===== config.mk =====
export PLATFORM = sky130hd
export DESIGN_NAME = spi_master_param
export DESIGN_NICKNAME = d
export VERILOG_FILES = /design/src/rtl/spi_master_param.sv
export SDC_FILE = /design/constraint.sdc
export NUM_CORES = 1
export LEC_CHECK = 0
export BUFFER_PORTS_ARGS = -buffer_cell sky130_fd_sc_hd__clkbuf_2
export CORE_MARGIN = 2
export CORE_UTILIZATION = 25
export DETAILED_ROUTE_END_ITERATION = 8
export HOLD_SLACK_MARGIN = 0.08
export PLACE_DENSITY = 0.42
export SLEW_MARGIN = 20
export SYNTH_ARGS = -nofsm -noshare
export SYNTH_HDL_FRONTEND = slang
export SYNTH_SLANG_ARGS = --single-unit

===== constraint.sdc =====
create_clock -name clk_i -period 3.4 [get_ports clk_i]
set_input_delay 0.17 -clock clk_i [delete_from_list [all_inputs] [get_ports clk_i]]
set_output_delay 0.17 -clock clk_i [all_outputs]
set_load 0.01 [all_outputs]

===== src/rtl/spi_master_param.sv =====
// Parametrised SPI master: configurable word width, runtime CPOL/CPHA,
// runtime SCLK divider and NUM_CS active-low chip selects.
// Optional macro SPI_LSB_FIRST_EN adds lsb_first_i (LSB-first TX and RX).
module spi_master_param #(
  parameter int unsigned DATA_WIDTH = 8,
  parameter int unsigned NUM_CS     = 2,
  parameter int unsigned DIV_WIDTH  = 16,
  parameter int unsigned CS_SEL_W   = (NUM_CS > 1) ? $clog2(NUM_CS) : 1
) (
  input  logic                  clk_i,
  input  logic                  rst_i,
  input  logic [DATA_WIDTH-1:0] din_i,
  input  logic                  start_i,
  input  logic                  cpol_i,
  input  logic                  cpha_i,
  input  logic [DIV_WIDTH-1:0]  div_i,
  input  logic [CS_SEL_W-1:0]   cs_sel_i,
`ifdef SPI_LSB_FIRST_EN
  input  logic                  lsb_first_i,
`endif
  output logic [DATA_WIDTH-1:0] dout_o,
  output logic                  spi_done_tick_o,
  output logic                  ready_o,
  output logic                  sclk_o,
  input  logic                  miso_i,
  output logic                  mosi_o,
  output logic [NUM_CS-1:0]     cs_n_o
);

  localparam int unsigned EDGE_W    = $clog2(2 * DATA_WIDTH);
  localparam int unsigned LAST_EDGE = 2 * DATA_WIDTH - 1;

  typedef enum logic [1:0] {ST_IDLE, ST_SETUP, ST_TRANSFER, ST_HOLD} state_t;

  state_t                state_q;
  logic [DIV_WIDTH-1:0]  half_cnt_q;
  logic [DIV_WIDTH-1:0]  div_q;
  logic [EDGE_W-1:0]     edge_cnt_q;
  logic                  cpha_q;
  logic                  lsb_q;
  logic [DATA_WIDTH-1:0] tx_q;
  logic [DATA_WIDTH-1:0] rx_q;

  logic                  lsb_in_c;
  logic                  half_done_c;
  logic                  edge_fire_c;
  logic                  leading_c;
  logic                  final_c;
  logic                  sample_c;
  logic                  shift_c;
  logic                  tx_bit_c;
  logic [DATA_WIDTH-1:0] tx_shift_c;
  logic                  din_bit_c;
  logic [DATA_WIDTH-1:0] din_shift_c;
  logic [DATA_WIDTH-1:0] rx_next_c;
  logic [NUM_CS-1:0]     cs_dec_c;

`ifdef SPI_LSB_FIRST_EN
  assign lsb_in_c = lsb_first_i;
`else
  assign lsb_in_c = 1'b0;
`endif

  // SCLK edge scheduling: one edge at the start of each of the 2*DATA_WIDTH half-periods
  always_comb begin
    half_done_c = (half_cnt_q == div_q);
    edge_fire_c = half_done_c &&
                  ((state_q == ST_SETUP) ||
                   ((state_q == ST_TRANSFER) && (edge_cnt_q != EDGE_W'(LAST_EDGE))));
    leading_c   = (state_q == ST_SETUP) || edge_cnt_q[0];
    final_c     = (state_q == ST_TRANSFER) && (edge_cnt_q == EDGE_W'(LAST_EDGE - 1));
    sample_c    = edge_fire_c && (leading_c != cpha_q);
    shift_c     = edge_fire_c && (leading_c == cpha_q) && !final_c;
  end

  // Bit-order dependent shift/sample helpers and chip-select decode
  always_comb begin
    tx_bit_c    = lsb_q ? tx_q[0] : tx_q[DATA_WIDTH-1];
    tx_shift_c  = lsb_q ? (tx_q >> 1) : (tx_q << 1);
    din_bit_c   = lsb_in_c ? din_i[0] : din_i[DATA_WIDTH-1];
    din_shift_c = lsb_in_c ? (din_i >> 1) : (din_i << 1);
    rx_next_c   = lsb_q ? {miso_i, rx_q[DATA_WIDTH-1:1]}
                        : {rx_q[DATA_WIDTH-2:0], miso_i};
    cs_dec_c    = '1;
    for (int unsigned i = 0; i < NUM_CS; i++) begin
      cs_dec_c[i] = (cs_sel_i != CS_SEL_W'(i));
    end
  end

  // Control FSM with registered SPI pins and handshake outputs
  always_ff @(posedge clk_i) begin
    if (rst_i) begin
      state_q         <= ST_IDLE;
      half_cnt_q      <= '0;
      div_q           <= '0;
      edge_cnt_q      <= '0;
      cpha_q          <= 1'b0;
      lsb_q           <= 1'b0;
      tx_q            <= '0;
      rx_q            <= '0;
      dout_o          <= '0;
      spi_done_tick_o <= 1'b0;
      ready_o         <= 1'b1;
      sclk_o          <= 1'b0;
      mosi_o          <= 1'b0;
      cs_n_o          <= '1;
    end else begin
      spi_done_tick_o <= 1'b0;
      case (state_q)
        ST_IDLE: begin
          sclk_o  <= cpol_i;
          cs_n_o  <= '1;
          ready_o <= 1'b1;
          if (start_i) begin
            state_q    <= ST_SETUP;
            ready_o    <= 1'b0;
            cs_n_o     <= cs_dec_c;
            half_cnt_q <= '0;
            div_q      <= div_i;
            cpha_q     <= cpha_i;
            lsb_q      <= lsb_in_c;
            rx_q       <= '0;
            if (!cpha_i) begin
              mosi_o <= din_bit_c;
              tx_q   <= din_shift_c;
            end else begin
              tx_q   <= din_i;
            end
          end
        end
        ST_SETUP, ST_TRANSFER: begin
          half_cnt_q <= half_done_c ? '0 : half_cnt_q + DIV_WIDTH'(1);
          if (edge_fire_c) begin
            sclk_o <= ~sclk_o;
          end
          if (sample_c) begin
            rx_q <= rx_next_c;
          end
          if (shift_c) begin
            mosi_o <= tx_bit_c;
            tx_q   <= tx_shift_c;
          end
          if (half_done_c) begin
            if (state_q == ST_SETUP) begin
              state_q    <= ST_TRANSFER;
              edge_cnt_q <= '0;
            end else if (edge_cnt_q == EDGE_W'(LAST_EDGE)) begin
              state_q <= ST_HOLD;
            end else begin
              edge_cnt_q <= edge_cnt_q + EDGE_W'(1);
            end
          end
        end
        ST_HOLD: begin
          half_cnt_q <= half_done_c ? '0 : half_cnt_q + DIV_WIDTH'(1);
          if (half_done_c) begin
            state_q         <= ST_IDLE;
            spi_done_tick_o <= 1'b1;
            ready_o         <= 1'b1;
            dout_o          <= rx_q;
            cs_n_o          <= '1;
          end
        end
        default: state_q <= ST_IDLE;
      endcase
    end
  end

endmodule


==> flow_metrics.tcl, run 1 <==
set metrics [dict create \
    p_int_mw 1.90 \
    synthCells 404 \
    vdd_drop_max_uv 269 \
    design_area_um2 4240 \
    hold_viol 0 \
    start_util 0.257 \
    clockPowerShare 0.312 \
    coreArea_um2 13200 \
    die_w_um 121 \
    syn_nets 444 \
    drt-initial-drc-count 98 \
    synth_area_um2 3400 \
    rsz0062_at_grt "false" \
    grt_pass1_vias 2877 \
    holdWs_ns 0.129 \
    avgSynthCellArea_um2 8.42 \
    cts_buffers 9 \
    clockBufferDepth 2 \
    ys_types 42 \
    setup_viol 0 \
    antennaDiodeCount 0 \
    antenna_found_initial 0 \
    synth_fa_ha_area_frac 0.0331 \
    die_area_um2 14600 \
    synth_xor_area_frac 0.0768 \
    gp_congestion 0.778 \
    area_growth_pct 24.4 \
    maxCapViolCount 0 \
    skew_ns 0.00899 \
    pin_count 45 \
    fin_crit_sh 0.732 \
    slew_headroom 0.548 \
    cp_max_fo 17 \
    rows 42 \
    path_clk_slew_ns 0.06 \
    wl_per_cell_um 13.7 \
    endpoint_kind "register" \
    leakagePower_nw 1.55 \
    netSwitchingFraction 0.369 \
    synth_compound_area_frac 0.170 \
    grt_usage 0.128 \
    synth_edf_count 0 \
    grt_first_pass_wirelength_um 14600 \
    finalMaxSlewViolations 0 \
    worst-setup-path-type "register to register" \
    route.vias.total 2944 \
    drive_gt1_frac 0.154 \
    hp-class "primary input to register" \
    setup_tns_ns 0 \
    tightest_slew_ns 0.677 \
    grt_overflow 0 \
    die_y_um 121 \
    ant_nets 0 \
    vias_per_cell 4.61 \
    post-route-min-period_ns 2.49 \
    n_fill_cell 1421 \
    final_cells 638 \
    power.density_nw_per_um2 710 \
    h-tree-depth 3 \
    status "finished, final reports clean" \
    ys_warn_count 0 \
    dp_cells 605 \
    hpwl_um 6050 \
    synth_top_family_by_area "simple AND/OR/NAND/NOR gates" \
    yosys.area_share.simple 0.222 \
    cp-start-kind "register" \
    drt-pass1-iter-count 5 \
    grt_max_degree 35 \
    clk_latency_ns 0.34 \
    synth-seq-cells 69 \
    cts_root_buffer "clkbuf_16" \
    place_area_um2 3770 \
    seq_power_share 0.332 \
    drc_errors 0 \
    io_buffers 44 \
    synthMuxAreaShare 0.0471 \
    power_switching_mw 1.11 \
    ys.flop_type "dfxtp_1" \
    reg2reg_setup_slack_ns 0.91 \
    seq_area_frac_synth 0.406 \
    worstPathArrival_ns 2.72 \
    async_flop_share 0 \
    tritoncts "built" \
    fmax_ghz 0.402 \
    cts.sinks 69 \
    fin_total_pwr_mw 3.01 \
    required_ns 3.63 \
    combPwrFrac 0.356 \
    wl_um 8740 \
    postCtsSetupBuffers 0 \
    layout.nets 497 \
]
## timing repair
item	in CTS	in global routing
endpoints found under the hold margin	17	0
gates resized for setup	0	0
hold buffers	17	0
## registers in the layout (all words and copies together) (netlist names)
name             cells
div_q               16
half_cnt_q          16
dout_o               8
rx_q                 8
tx_q                 8
edge_cnt_q           4
cs_n_o               2
state_q              2
cpha_q               1
mosi_o               1
ready_o              1
sclk_o               1
spi_done_tick_o      1
## power by group through the flow
stage,clock [mW],combinational [mW],sequential (mW)
2_1_floorplan,0,0.761,1.00
5_1_grt,1.01,1.20,1.01
3_5_place_dp,0,1.06,1.02
6_report,0.939,1.07,0.998
4_1_cts,0.967,1.08,1.00
3_3_place_gp,0,1.06,1.01
## final cells by class
| type | instances | area [µm²] | area share |
|---|---|---|---|
| Multi-Input combinational cell | 301 | 1870 | 0.442 |
| Sequential cell | 69 | 1380 | 0.326 |
| Timing Repair Buffer | 67 | 435 | 0.103 |
| Clock buffer | 12 | 246 | 0.0582 |
| Tap cell | 176 | 220 | 0.0520 |
| Clock inverter | 4 | 47.5 | 0.0112 |
| Inverter | 9 | 33.8 | 0.00798 |
## layer usage
| metal | part of all wire | vias up | global-route usage |
|---|---|---|---|
| met4 | 0.020 | 0 | 0.0560 |
| li1 | - | 1520 | - |
| met2 | 0.41 | 57 | 0.181 |
| met5 | 0 | - | 0 |
| met1 | 0.53 | 1354 | 0.179 |
| met3 | 0.039 | 13 | 0.0363 |
## through the flow
| step | setup WS (ns) | util |
|---|---|---|
| final | 0.910 | 0.320 |
| after global routing | 0.743 | 0.320 |
| after CTS | 0.896 | 0.320 |
| after detailed placement | 0.915 | 0.285 |
| after global placement | 0.958 | 0.285 |
| after floorplan | 1.16 | - |
## layout by cell type, fill, tap and decap left out, types with 8 or more instances in the layout
cell,synthesis,layout
ha_1,9,9
o21ai_0,21,21
nand2_1,56,56
dlygate4sd3_1,0,17
a21oi_1,34,34
nor2_1,28,28
mux2i_1,16,16
nand3_1,19,19
a32o_1,10,10
xnor2_1,24,24
inv_1,9,9
nand4_1,8,8
clkbuf_16,0,9
clkbuf_2,0,44
nand2b_1,18,18
dfxtp_1,69,69
## Yosys cell counts (all sizes together) (5+ instances only)
| library cell | number | area (µm²) |
|---|---|---|
| inv | 9 | 33.8 |
| clkbuf | 21 | 78.8 |
| dfxtp | 69 | 1380 |
| nand3 | 19 | 95.1 |
| nor3 | 7 | 40.0 |
| nand2b | 18 | 113 |
| nor2 | 28 | 105 |
| nand2 | 56 | 210 |
| a211oi | 5 | 37.5 |
| a32o | 10 | 100 |
| mux2i | 16 | 160 |
| ha | 9 | 113 |
| a31oi | 6 | 37.5 |
| nand4 | 9 | 62.6 |
| a21oi | 34 | 170 |
| xnor2 | 25 | 226 |
| o21ai | 21 | 105 |
## worst max-delay path: stages, from the launching register on
cell and delay (ns):
dfxtp_1 0.46, xnor2_1 0.15, nand4_1 0.19, or4_1 0.54, buf_4 0.21, or3_1 0.52, a32o_1 0.30
## cell families after synthesis
group / Yosys count
simple gates: 155
compound gates: 92
flops: 69
buf+inv: 34
xor+xnor: 29
mux: 16
fa+ha+maj: 9
## final timing paths
path	startpoint	to	cells after the start
min	cpol_i	sclk_o	3
max	half_cnt_q[11]	rx_q[2]	6
min reg2reg	div_q[14]	div_q[14]	2
max reg2reg	half_cnt_q[11]	rx_q[2]	6
No activity file was read; power rests on OpenSTA's default activity.
==> run 2, diff against run 1 <==
--- a/config.mk
+++ b/config.mk
@@ -10,7 +10,7 @@
 export CORE_UTILIZATION = 25
 export DETAILED_ROUTE_END_ITERATION = 8
 export HOLD_SLACK_MARGIN = 0.08
-export PLACE_DENSITY = 0.42
+export PLACE_DENSITY = 0.43
 export SLEW_MARGIN = 20
 export SYNTH_ARGS = -nofsm -noshare
 export SYNTH_HDL_FRONTEND = slang
==> constraint.sdc (replaced) <==
create_clock -name clk_i -period 2.21 [get_ports clk_i]
set_input_delay 0.1105 -clock clk_i [delete_from_list [all_inputs] [get_ports clk_i]]
set_output_delay 0.1105 -clock clk_i [all_outputs]
set_load 0.01 [all_outputs]
==> run 2 against run 1 <==
  * Combinational power is 76% higher
  * Cell count up 5.0%
  * Flip-flop and latch count stayed put
  * Clock skew fell by 0.0015 ns
  * Design area up 6.7%
  * Sequential share of layout area is 2.1 points lower
  * Worst setup slack lost 0.80 ns
  * Clock power increased by 48%
  * Sequential power grew 52%
  * Count of clock-buffer cells in the layout down 1
  * Register-to-register slack got worse by 0.80 ns
  * Critical endpoint unchanged
==> flow_metrics.tcl, run 2 (synthesis gave the netlist of run 1 again) <==
set metrics [dict create \
    status "finished, final reports clean" \
    critPathMaxStageDelay_ns 0.55 \
    grt_max_degree 44 \
    required_ns 2.44 \
    final_common_cell "dfxtp_1" \
    fmax_ghz 0.475 \
    power.density_nw_per_um2 1060 \
    antennaDiodeCount 0 \
    setup_tns_ns 0 \
    cp_max_fo 8 \
    rsz0062_at_grt "false" \
    area_growth_pct 32.8 \
    layout.nets 529 \
    grt_pass1_vias 3006 \
    io_buffers 44 \
    ant_nets 0 \
    post-route-min-period_ns 2.10 \
    worst_path_max_delay_cell "or4_1" \
    antenna_found_initial 0 \
    die_w_um 121 \
    cts.sinks 69 \
    wl_per_cell_um 13.1 \
    maxCapViolCount 0 \
    postCtsSetupBuffers 0 \
    setup_viol 0 \
    drive_gt1_frac 0.219 \
    cts_buffers 9 \
    drc_errors 0 \
    pin_count 45 \
    start_util 0.257 \
    drt-pass1-iter-count 4 \
    mostFrequentLayoutCells "dfxtp_1 (69), nand2_1 (56), clkbuf_2 (44)" \
    skew_ns 0.00753 \
    n_fill_cell 1417 \
    cp_top_family "simple AND/OR/NAND/NOR gates" \
    grt_first_pass_wirelength_um 14800 \
    holdWs_ns 0.107 \
    cp-start-kind "register" \
    drt-initial-drc-count 158 \
    crit_buf_inv 0 \
    fin_crit_sh 0.952 \
    finalMaxSlewViolations 0 \
    grt_overflow 0 \
    gp_congestion 0.821 \
    cts_root_buffer "clkbuf_16" \
    grt_usage 0.130 \
    hpwl_um 6260 \
    vias_per_cell 4.61 \
    h-tree-depth 3 \
    leakagePower_nw 1.72 \
    coreArea_um2 13200 \
    path_clk_slew_ns 0.06 \
    vdd_drop_max_uv 431 \
    hold_viol 0 \
    clk_latency_ns 0.34 \
    worstPathArrival_ns 2.34 \
    rows 42 \
    clockBufferDepth 2 \
    die_area_um2 14600 \
    path_cells "xnor2_1, nand4_1, or4_1, or3_4, a32o_1" \
    endpoint_kind "register" \
    die_y_um 121 \
    tightest_slew_ns 0.422 \
    wl_um 8790 \
    worst-setup-path-type "register to register" \
    hp-class "primary input to register" \
    slew_headroom 0.719 \
    tritoncts "built" \
    route.vias.total 3090 \
    reg_top3 "div_q: 16 flops, half_cnt_q: 16 flops" \
    fin_total_pwr_mw 4.78 \
]
==> run 2: cell types whose count changed in the layout (fill, tap and decap cells not counted), moves of 2 or more <==
cell           delta
clkbuf_1          -2
dlygate4sd3_1     +2
clkinv_4          +2
buf_4            +29
==> run 2: final cells by class <==
| type | count | area (µm²) | area share |
|---|---|---|---|
| Clock buffer | 11 | 253 | 0.0559 |
| Clock inverter | 5 | 35.0 | 0.00775 |
| Inverter | 9 | 33.8 | 0.00747 |
| Multi-Input combinational cell | 301 | 1900 | 0.421 |
| Sequential cell | 69 | 1380 | 0.306 |
| Tap cell | 176 | 220 | 0.0487 |
| Timing Repair Buffer | 99 | 693 | 0.153 |
==> run 2: through the flow <==
stage / setup slack, ns / utilization / instance area (µm²) / instances
global route: 0.00698 / 0.341 / 4520 / 670
floorplan: 0.0142 / - / 3410 / 404
detailed placement: 0.00964 / 0.303 / 4020 / 635
global placement: 0.0191 / 0.303 / 4020 / 635
CTS: 0.0294 / 0.340 / 4500 / 670
finish: 0.106 / 0.341 / 4520 / 670
==> run 2: repair_timing <==
action	4_1_cts	5_1_grt
gates resized for setup	1	3
endpoints found under the setup margin	5	9
hold endpoints to repair	19	0
hold buffers	19	0
==> run 2: layer usage <==
| metal | part of all wire | GRT usage |
|---|---|---|
| met3 | 0.042 | 0.0396 |
| met2 | 0.42 | 0.193 |
| met5 | 0 | 0 |
| met1 | 0.52 | 0.179 |
| met4 | 0.013 | 0.0451 |
==> run 2: path summary, 6_finish.rpt <==
check	from	end	slack [ns]	cells past startpoint
min	start_i	ready_o	0.11	2
min reg2reg	div_q[15]	div_q[15]	0.46	2
max	half_cnt_q[14]	rx_q[2]	0.11	5
max reg2reg	half_cnt_q[14]	rx_q[2]	0.11	5
==> run 2: power breakdown <==
part | internal [mW] | switching, mW | leakage [nW]
clock network | 0.820 | 0.566 | 0.141
registers | 1.41 | 0.107 | 0.561
logic | 0.790 | 1.08 | 1.02
